[config.mk]
export PLATFORM = sky130hd
export DESIGN_NAME = matmul_reg_bank
export DESIGN_NICKNAME = d
export VERILOG_FILES = /design/src/rtl/matmul_reg_bank.sv
export SDC_FILE = /design/constraint.sdc
export NUM_CORES = 1
export LEC_CHECK = 0
export BUFFER_PORTS_ARGS = -buffer_cell sky130_fd_sc_hd__buf_2
export CORE_MARGIN = 4
export CORE_UTILIZATION = 55
export DETAILED_ROUTE_END_ITERATION = 10
export PLACE_DENSITY = 0.79
export SLEW_MARGIN = 20
export SYNTH_ARGS = -nofsm -noshare
export SYNTH_HDL_FRONTEND = slang
export SYNTH_SLANG_ARGS = --single-unit
export TNS_END_PERCENT = 5
[constraint.sdc]
create_clock -name clk_i -period 2.87 [get_ports clk_i]
set_clock_uncertainty 0.05 [all_clocks]
set_input_delay 0.1435 -clock clk_i [delete_from_list [all_inputs] [get_ports clk_i]]
set_output_delay 0.1435 -clock clk_i [all_outputs]
set_load 0.05 [all_outputs]
[src/rtl/matmul_reg_bank.sv]
// Register bank behind the matmul APB slave: control/operand/flags/scratchpad
// storage, the start-bit run handshake with the engine and its watchdog.
module matmul_reg_bank #(
  parameter int DATA_WIDTH  = 32,
  parameter int BUS_WIDTH   = 64,
  parameter int ADDR_WIDTH  = 32,
  parameter int SP_DEPTH    = 4,
  parameter int TIMEOUT_CYC = 1024,
  localparam int MAX_DIM    = BUS_WIDTH / DATA_WIDTH,
  localparam int SP_IDX_W   = (SP_DEPTH > 1) ? $clog2(SP_DEPTH) : 1,
  localparam int CNT_W      = $clog2(TIMEOUT_CYC)
) (
  input  logic                  clk_i,
  input  logic                  rst_i,
  input  logic                  wr_en_i,
  input  logic [MAX_DIM-1:0]    wr_strb_i,
  input  logic [ADDR_WIDTH-1:0] addr_i,
  input  logic [BUS_WIDTH-1:0]  wdata_i,
  output logic [BUS_WIDTH-1:0]  rdata_o,
  output logic                  start_bit_o,
  output logic [BUS_WIDTH-1:0]  op_a_o,
  output logic [BUS_WIDTH-1:0]  op_b_o,
  input  logic                  done_i,
  input  logic                  flags_we_i,
  input  logic [BUS_WIDTH-1:0]  flags_i,
  input  logic                  sp_we_i,
  input  logic [SP_IDX_W-1:0]   sp_idx_i,
  input  logic [BUS_WIDTH-1:0]  sp_wdata_i
);

  typedef enum logic {ST_IDLE, ST_RUN} state_t;

  localparam logic [BUS_WIDTH-1:0] OWN_MASK = BUS_WIDTH'(3);
  localparam logic [CNT_W-1:0]     CNT_LAST = CNT_W'(TIMEOUT_CYC - 1);

  state_t               state_q, state_d;
  logic [CNT_W-1:0]     cnt_q, cnt_d;
  logic [BUS_WIDTH-1:0] op_a_q, op_a_d;
  logic [BUS_WIDTH-1:0] op_b_q, op_b_d;
  logic [BUS_WIDTH-1:0] flags_q, flags_d;
  logic [BUS_WIDTH-1:0] sp_q [SP_DEPTH];
  logic [BUS_WIDTH-1:0] sp_d [SP_DEPTH];

  logic                 sp_sel;
  logic [SP_IDX_W-1:0]  rd_idx;
  logic                 is_ctrl, is_opa, is_opb, is_flags;
  logic                 wr_ok;

  // Anything at or above 0x10 is scratchpad; the index wraps modulo SP_DEPTH.
  assign sp_sel   = |addr_i[ADDR_WIDTH-1:4];
  assign rd_idx   = SP_IDX_W'((addr_i - ADDR_WIDTH'(16)) >> 3);
  assign is_ctrl  = !sp_sel && (addr_i[3:0] == 4'h0);
  assign is_opa   = !sp_sel && (addr_i[3:0] == 4'h4);
  assign is_opb   = !sp_sel && (addr_i[3:0] == 4'h8);
  assign is_flags = !sp_sel && (addr_i[3:0] == 4'hC);
  assign wr_ok    = wr_en_i && (state_q == ST_IDLE);

  assign start_bit_o = (state_q == ST_RUN);
  assign op_a_o      = op_a_q;
  assign op_b_o      = op_b_q;

  always_comb begin
    state_d = state_q;
    cnt_d   = cnt_q;
    op_a_d  = op_a_q;
    op_b_d  = op_b_q;
    flags_d = flags_q;
    sp_d    = sp_q;

    for (int b = 0; b < MAX_DIM; b++) begin
      if (wr_ok && wr_strb_i[b] && is_opa)
        op_a_d[b*DATA_WIDTH +: DATA_WIDTH] = wdata_i[b*DATA_WIDTH +: DATA_WIDTH];
      if (wr_ok && wr_strb_i[b] && is_opb)
        op_b_d[b*DATA_WIDTH +: DATA_WIDTH] = wdata_i[b*DATA_WIDTH +: DATA_WIDTH];
    end

    // Engine owns the upper flag bits; the low two bits belong to the run FSM.
    if (flags_we_i)
      flags_d = (flags_i & ~OWN_MASK) | (flags_q & OWN_MASK);

    case (state_q)
      ST_IDLE: begin
        if (wr_ok && is_ctrl && wr_strb_i[0] && wdata_i[0]) begin
          state_d      = ST_RUN;
          cnt_d        = '0;
          flags_d[1:0] = 2'b00;
        end
      end
      ST_RUN: begin
        if (done_i) begin
          state_d    = ST_IDLE;
          flags_d[0] = 1'b1;
        end else if (cnt_q == CNT_LAST) begin
          state_d    = ST_IDLE;
          flags_d[1] = 1'b1;
        end else begin
          cnt_d = cnt_q + CNT_W'(1);
        end
      end
      default: state_d = ST_IDLE;
    endcase

    if (sp_we_i)
      sp_d[sp_idx_i] = sp_wdata_i;
  end

  always_comb begin
    rdata_o = '0;
    if (sp_sel) begin
      rdata_o = sp_q[rd_idx];
    end else if (is_ctrl) begin
      rdata_o = {{(BUS_WIDTH-1){1'b0}}, start_bit_o};
    end else if (is_opa) begin
      rdata_o = op_a_q;
    end else if (is_opb) begin
      rdata_o = op_b_q;
    end else if (is_flags) begin
      rdata_o = flags_q;
    end
  end

  always_ff @(posedge clk_i) begin
    if (rst_i) begin
      state_q <= ST_IDLE;
      cnt_q   <= '0;
      op_a_q  <= '0;
      op_b_q  <= '0;
      flags_q <= '0;
      for (int i = 0; i < SP_DEPTH; i++) sp_q[i] <= '0;
    end else begin
      state_q <= state_d;
      cnt_q   <= cnt_d;
      op_a_q  <= op_a_d;
      op_b_q  <= op_b_d;
      flags_q <= flags_d;
      for (int i = 0; i < SP_DEPTH; i++) sp_q[i] <= sp_d[i];
    end
  end

endmodule

==> Yosys cells after proc, flatten, opt, wreduce, memory -nomap -nowiden <==
Cells that the tools add are included.
{ "word_totals": {"out_inout_bits": 193, "inputBits": 234, "register_bits": 459, "word_cells": 72} }
{ "op_classes": {"n_bitwise": 4, "n_eq_ne": 7, "mux": 25, "n_reduce_logical": 19, "magnitude_cmp": 3, "add_sub_neg": 2} }
{ "op_table": {"columns": ["op", "n"], "rows": [
  ["2-to-1 mux 64 bit", 8],
  ["bitwise mux 256 bit", 1],
  ["binary-select mux 64 bit (select 2 bit)", 1],
  ["demux 64 bit (select 2 bit)", 1],
  ["bitwise OR 64 x 2 -> 64 bit", 1],
  ["2-to-1 mux 10 bit", 3],
  ["OR reduction 28 bit", 1],
  ["one-hot mux 10 bit (2 select lines)", 1],
  ["logical AND 1 bit", 15],
  ["adder 10 x 1 -> 10 bit (second input constant)", 1],
  ["== test 10 bit (second input constant)", 1],
  ["== test 4 bit (second input constant)", 2],
  ["greater-or-equal comparator 3 bit (second input constant)", 2],
  ["2-to-1 mux 1 bit", 6],
  ["inverter 2 -> 3 bit", 2],
  ["subtractor 5 bit (second input constant)", 1],
  ["== test 4 x 3 -> 1 bit (second input constant)", 1],
  ["zero test 4 bit", 1],
  ["2-to-1 mux 2 bit", 2],
  ["!= test 2 bit (second input constant)", 2],
  ["one-hot mux 2 bit (2 select lines)", 1],
  ["less-than comparator 3 x 1 -> 1 bit (second input constant)", 1],
  ["AND reduction 3 bit", 1],
  ["!= test 2 x 1 -> 1 bit (second input constant)", 1],
  ["other kinds (3)", 3]
]} }

==> Depth between registers and ports, before layout <==
{ "depth": {"ltp_word": 8, "ltp_mapped": 7, "ltp_nobuf": 5} }

==> Worst setup path before layout <==
OpenSTA, ideal clock, no wires.
{ "synth_path": {"path_type": "input -> output", "start": "in addr_i[20]", "end": "out rdata_o[1]", "cell_stages": 6, "path_slack_ps": 380, "n_path_buf": 2, "required_time_ps": 2677, "arrival_ps": 2297, "cell_sequence": "nor4_1 and3_1 buf_2 nand2_2 clkbuf_1 o31ai_1"} }
{ "synth_between": {"elab_chain_len": 8, "elab_cells_between_ends": 11, "classes_between": "mux (5); reduce/logical (6)"} }
{ "synth_rtl": {"columns": ["item", "line_no", "source"], "rows": [
  ["from (decl)", "17", "input logic [ADDR_WIDTH-1:0] addr_i,"],
  ["OR reduction 28 bit (*)", "50", "assign sp_sel = |addr_i[ADDR_WIDTH-1:4];"],
  ["zero test 1 bit", null, null],
  ["logical AND 1 bit", "55", "assign is_flags = !sp_sel && (addr_i[3:0] == 4'hC);"],
  ["2-to-1 mux 64 bit", "117", "end else if (is_flags) begin"],
  ["2-to-1 mux 64 bit", "115", "end else if (is_opb) begin"],
  ["2-to-1 mux 64 bit", "113", "end else if (is_opa) begin"],
  ["2-to-1 mux 64 bit", "111", "end else if (is_ctrl) begin"],
  ["2-to-1 mux 64 bit (*)", "109", "if (sp_sel) begin"],
  ["to (decl)", "19", "output logic [BUS_WIDTH-1:0] rdata_o,"]
]} }
Every way passes the cells marked *; elsewhere a longest branch is shown, timed or not.

==> Final worst setup path <==
{ "layout_path": {"start": "in addr_i[23]", "end": "out rdata_o[39]"} }
Same word-level chain as after synthesis.

==> results.yml <==
sta:
  hold-worst-slack_ns: 0.0524
  slew_headroom: 0.387
  slew_viol_final: 0
  hold_viol_final: 0
  rsz0062_at_grt: "no"
  setup_tns_ns: 0
  setup-violations-final: 0
  period_needed_ns: 2.58
  worst_pin_slew_ns: 0.920
  min_period_over_period: 0.897
  max_freq_mhz: 388
placement:
  dpl-instance-area_um2: 23300
  port-buffer-count: 424
  hpwl_um: 48500
  dp.cells: 3124
  gp_congestion: 0.894
pwr:
  peakVddDrop_mv: 0.378
  leakage_nw: 10.3
  switching_share: 0.253
  p_switching_mw: 3.68
  seq_power_share: 0.455
  pwr-share-clk: 0.434
  comb_power_share: 0.111
  powerDensity_nw_per_um2: 540
  total_power_mw: 14.6
  p_int_mw: 10.9
grt:
  grt_pass1_wl_um: 122000
  grt_overflow: 0
  grt_use_total: 0.369
  grt_pass1_vias: 20900
  grt_max_degree: 134
  antenna_found_initial: 19
critical_path:
  cpMostUsedCell: "buf_12"
  crit_start: "addr_i[23]"
  rrSetupSlack_ns: 0.87
  r2r_start: "start_bit_o$_SDFF_PP0_"
  rr_worst_depth: 6
  path_delay_family: "simple AND/OR/NAND/NOR gates"
  worstPathMaxFanout: 63
  path_buf_inv: 3
  worst_path_largest_cell_delay_ns: 0.68
  worstSetupPathType: "in -> out"
  worst_ep_required_time_ns: 2.68
  cp_data_arrival_time_ns: 2.38
  cp-endpoint: "rdata_o[39]"
  r2r_end: "op_a_o[22]$_SDFFE_PP0P_"
  cp-start-kind: "input port"
  cp.depth: 7
  critPathSlowestCell: "o31ai_1"
  crit_chain: "buf_2, nor4_1, and3_4, nand2_2, buf_12, o31ai_1, buf_12"
  crit_path_end_kind: "primary output"
route:
  drtIter0Drc: 2931
  viasPerCell: 6.37
  vias: 21900
  ant_nets: 0
  wl_per_cell_um: 23.4
  drc: 0
  drtPass1Iterations: 7
  routed_wl_um: 80400
clock_network:
  h-tree-depth: 2
  cts.sinks: 459
  clk_pin_slew_ns: 0.06
  postCtsResizedCells: 0
  tritoncts: "yes"
  clk_latency_ns: 0.59
  cts_buffer_depth: 3
  cts_setup_buffers: 0
  cts-buffers-inserted: 48
  clockRootBuffer: "clkbuf_16"
  ctsHoldBuffers: 205
die:
  rows: 70
  io_pins: 427
  coreArea_um2: 37000
  die_x_um: 202
  start_util: 0.563
  die_area_um2: 41000
  die_y_um: 202
logic_synthesis:
  syn_inst: 2403
  synth-compound-area-share: 0.205
  synthMuxAreaShare: 0.134
  yosys_warnings: 0
  ys_top_cells_by_count: "nand2_1 (518), dfxtp_1 (459), a21oi_1 (392)"
  synth_xor_area_frac: 0.00126
  synth.most_common_cell: "nand2_1"
  synth-adder-area-share: 0.000601
  yosysTopAreaCellShare: 0.442
  ys_seq_area_frac: 0.442
  synth.area.top_cells: "dfxtp_1 (44%), a21oi_1 (9.4%), nand2_1 (9.3%)"
  yosys.area_share.simple: 0.162
  synth_flop_cell: "dfxtp_1"
  synth_area_um2: 20800
  synth_seq_cells: 459
  synth.avg_cell_area_um2: 8.66
  synthArstFlopShare: 0
  synth_top_family_by_area: "compound AO/OA/AOI/OAI gates"
  yosysTopAreaCell: "dfxtp_1"
  syn_nets: 2638
  synth_cell_types: 39
  synth-edff-count: 0
cells_and_area:
  fin_area_um2: 26900
  nNetsFinal: 3110
  seqCellArea_um2: 9190
  multi_input_area_um2: 10500
  area_delta_synth_final_pct: 29.5
  fin_cells: 3434
  drive_gt1_frac: 0.241
  final.fill_count: 2625
status:
  run_status: "complete, no violations"
worst_hold_path:
  holdCritPathClass: "in -> reg"
job:
  drv_cap: 0
## cell usage in the layout, fill, tap and decap left out, types with 50 or more instances in the layout
master	count
nand2_1	518
dfxtp_1	459
buf_2	411
a21oi_1	392
dlygate4sd3_1	205
o31ai_1	195
nand4_1	136
nor2_1	70
o21ai_0	66
mux4_2	65
mux2_2	63
a22oi_1	63
mux2i_1	62
clkbuf_16	50
## per-layer routing
layer | up-vias | share of wire | GRT usage
li1 | 9651 | - | -
met1 | 10400 | 0.37 | 0.476
met2 | 1516 | 0.46 | 0.582
met3 | 295 | 0.12 | 0.0912
met4 | 6 | 0.056 | 0.181
met5 | - | 0.00050 | 0
## worst min-delay path by stage
stage | startpoint | to | slack [ns] | depth (start not counted)
6_report | wr_strb_i[0] | op_b_o[7]$_SDFFE_PP0P_ | 0.05 | 4
5_1_grt | sp_idx_i[0] | sp_q[126]$_SDFFE_PP0P_ | 0.09 | 4
4_1_cts | wr_strb_i[0] | op_b_o[7]$_SDFFE_PP0P_ | 0.02 | 4
2_1_floorplan | sp_wdata_i[0] | sp_q[0]$_SDFFE_PP0P_ | 0.23 | 2
3_3_place_gp | flags_i[10] | flags_q[10]$_SDFFE_PP0P_ | 0.33 | 3
3_5_place_dp | flags_i[59] | flags_q[59]$_SDFFE_PP0P_ | 0.33 | 3
## metrics by stage
stage               utilization  worst slack [ns]
floorplan                     -             0.380
global route              0.729             0.263
finish                    0.729             0.295
detailed placement        0.629             0.355
global placement          0.629             0.352
CTS                       0.728             0.332
## area by class of cell
class                   count  area share
well taps                 504      0.0234
repair buffers            684       0.184
flip-flops and latches    459       0.341
multi-input cells        1682       0.391
diodes                     17     0.00158
clock inverters            17     0.00581
clock buffers              71      0.0535
## cell families after synthesis
kind of cell	count (synthesis)
buffers and inverters	262
DFF	459
AOI/OAI and AO/OA	721
and+or+nand+nor	767
xor gates and xnor gates	3
adders and majority gates	1
muxes	190
## flip-flops by register name (all words and copies together) (netlist names)
signal       cells
flags_q         64
start_bit_o      1
op_b_o          64
cnt_q           10
op_a_o          64
sp_q           256
## power groups by stage
stage	Sequential, mW	Combinational (mW)	Clock [mW]
after floorplan	6.73	0.802	0
after global placement	6.75	1.30	0
after detailed placement	6.76	1.32	0
after CTS	6.62	1.56	6.31
after global routing	6.64	1.70	6.57
final	6.63	1.61	6.31
## tightest hold or removal path: cells and delay by family
family	cells	cell delay [ns]
AOI/OAI and AO/OA	2	0.21
and+or+nand+nor	1	0.17
buffers and inverters	1	0.12
Power figures use the tool's default switching activity.
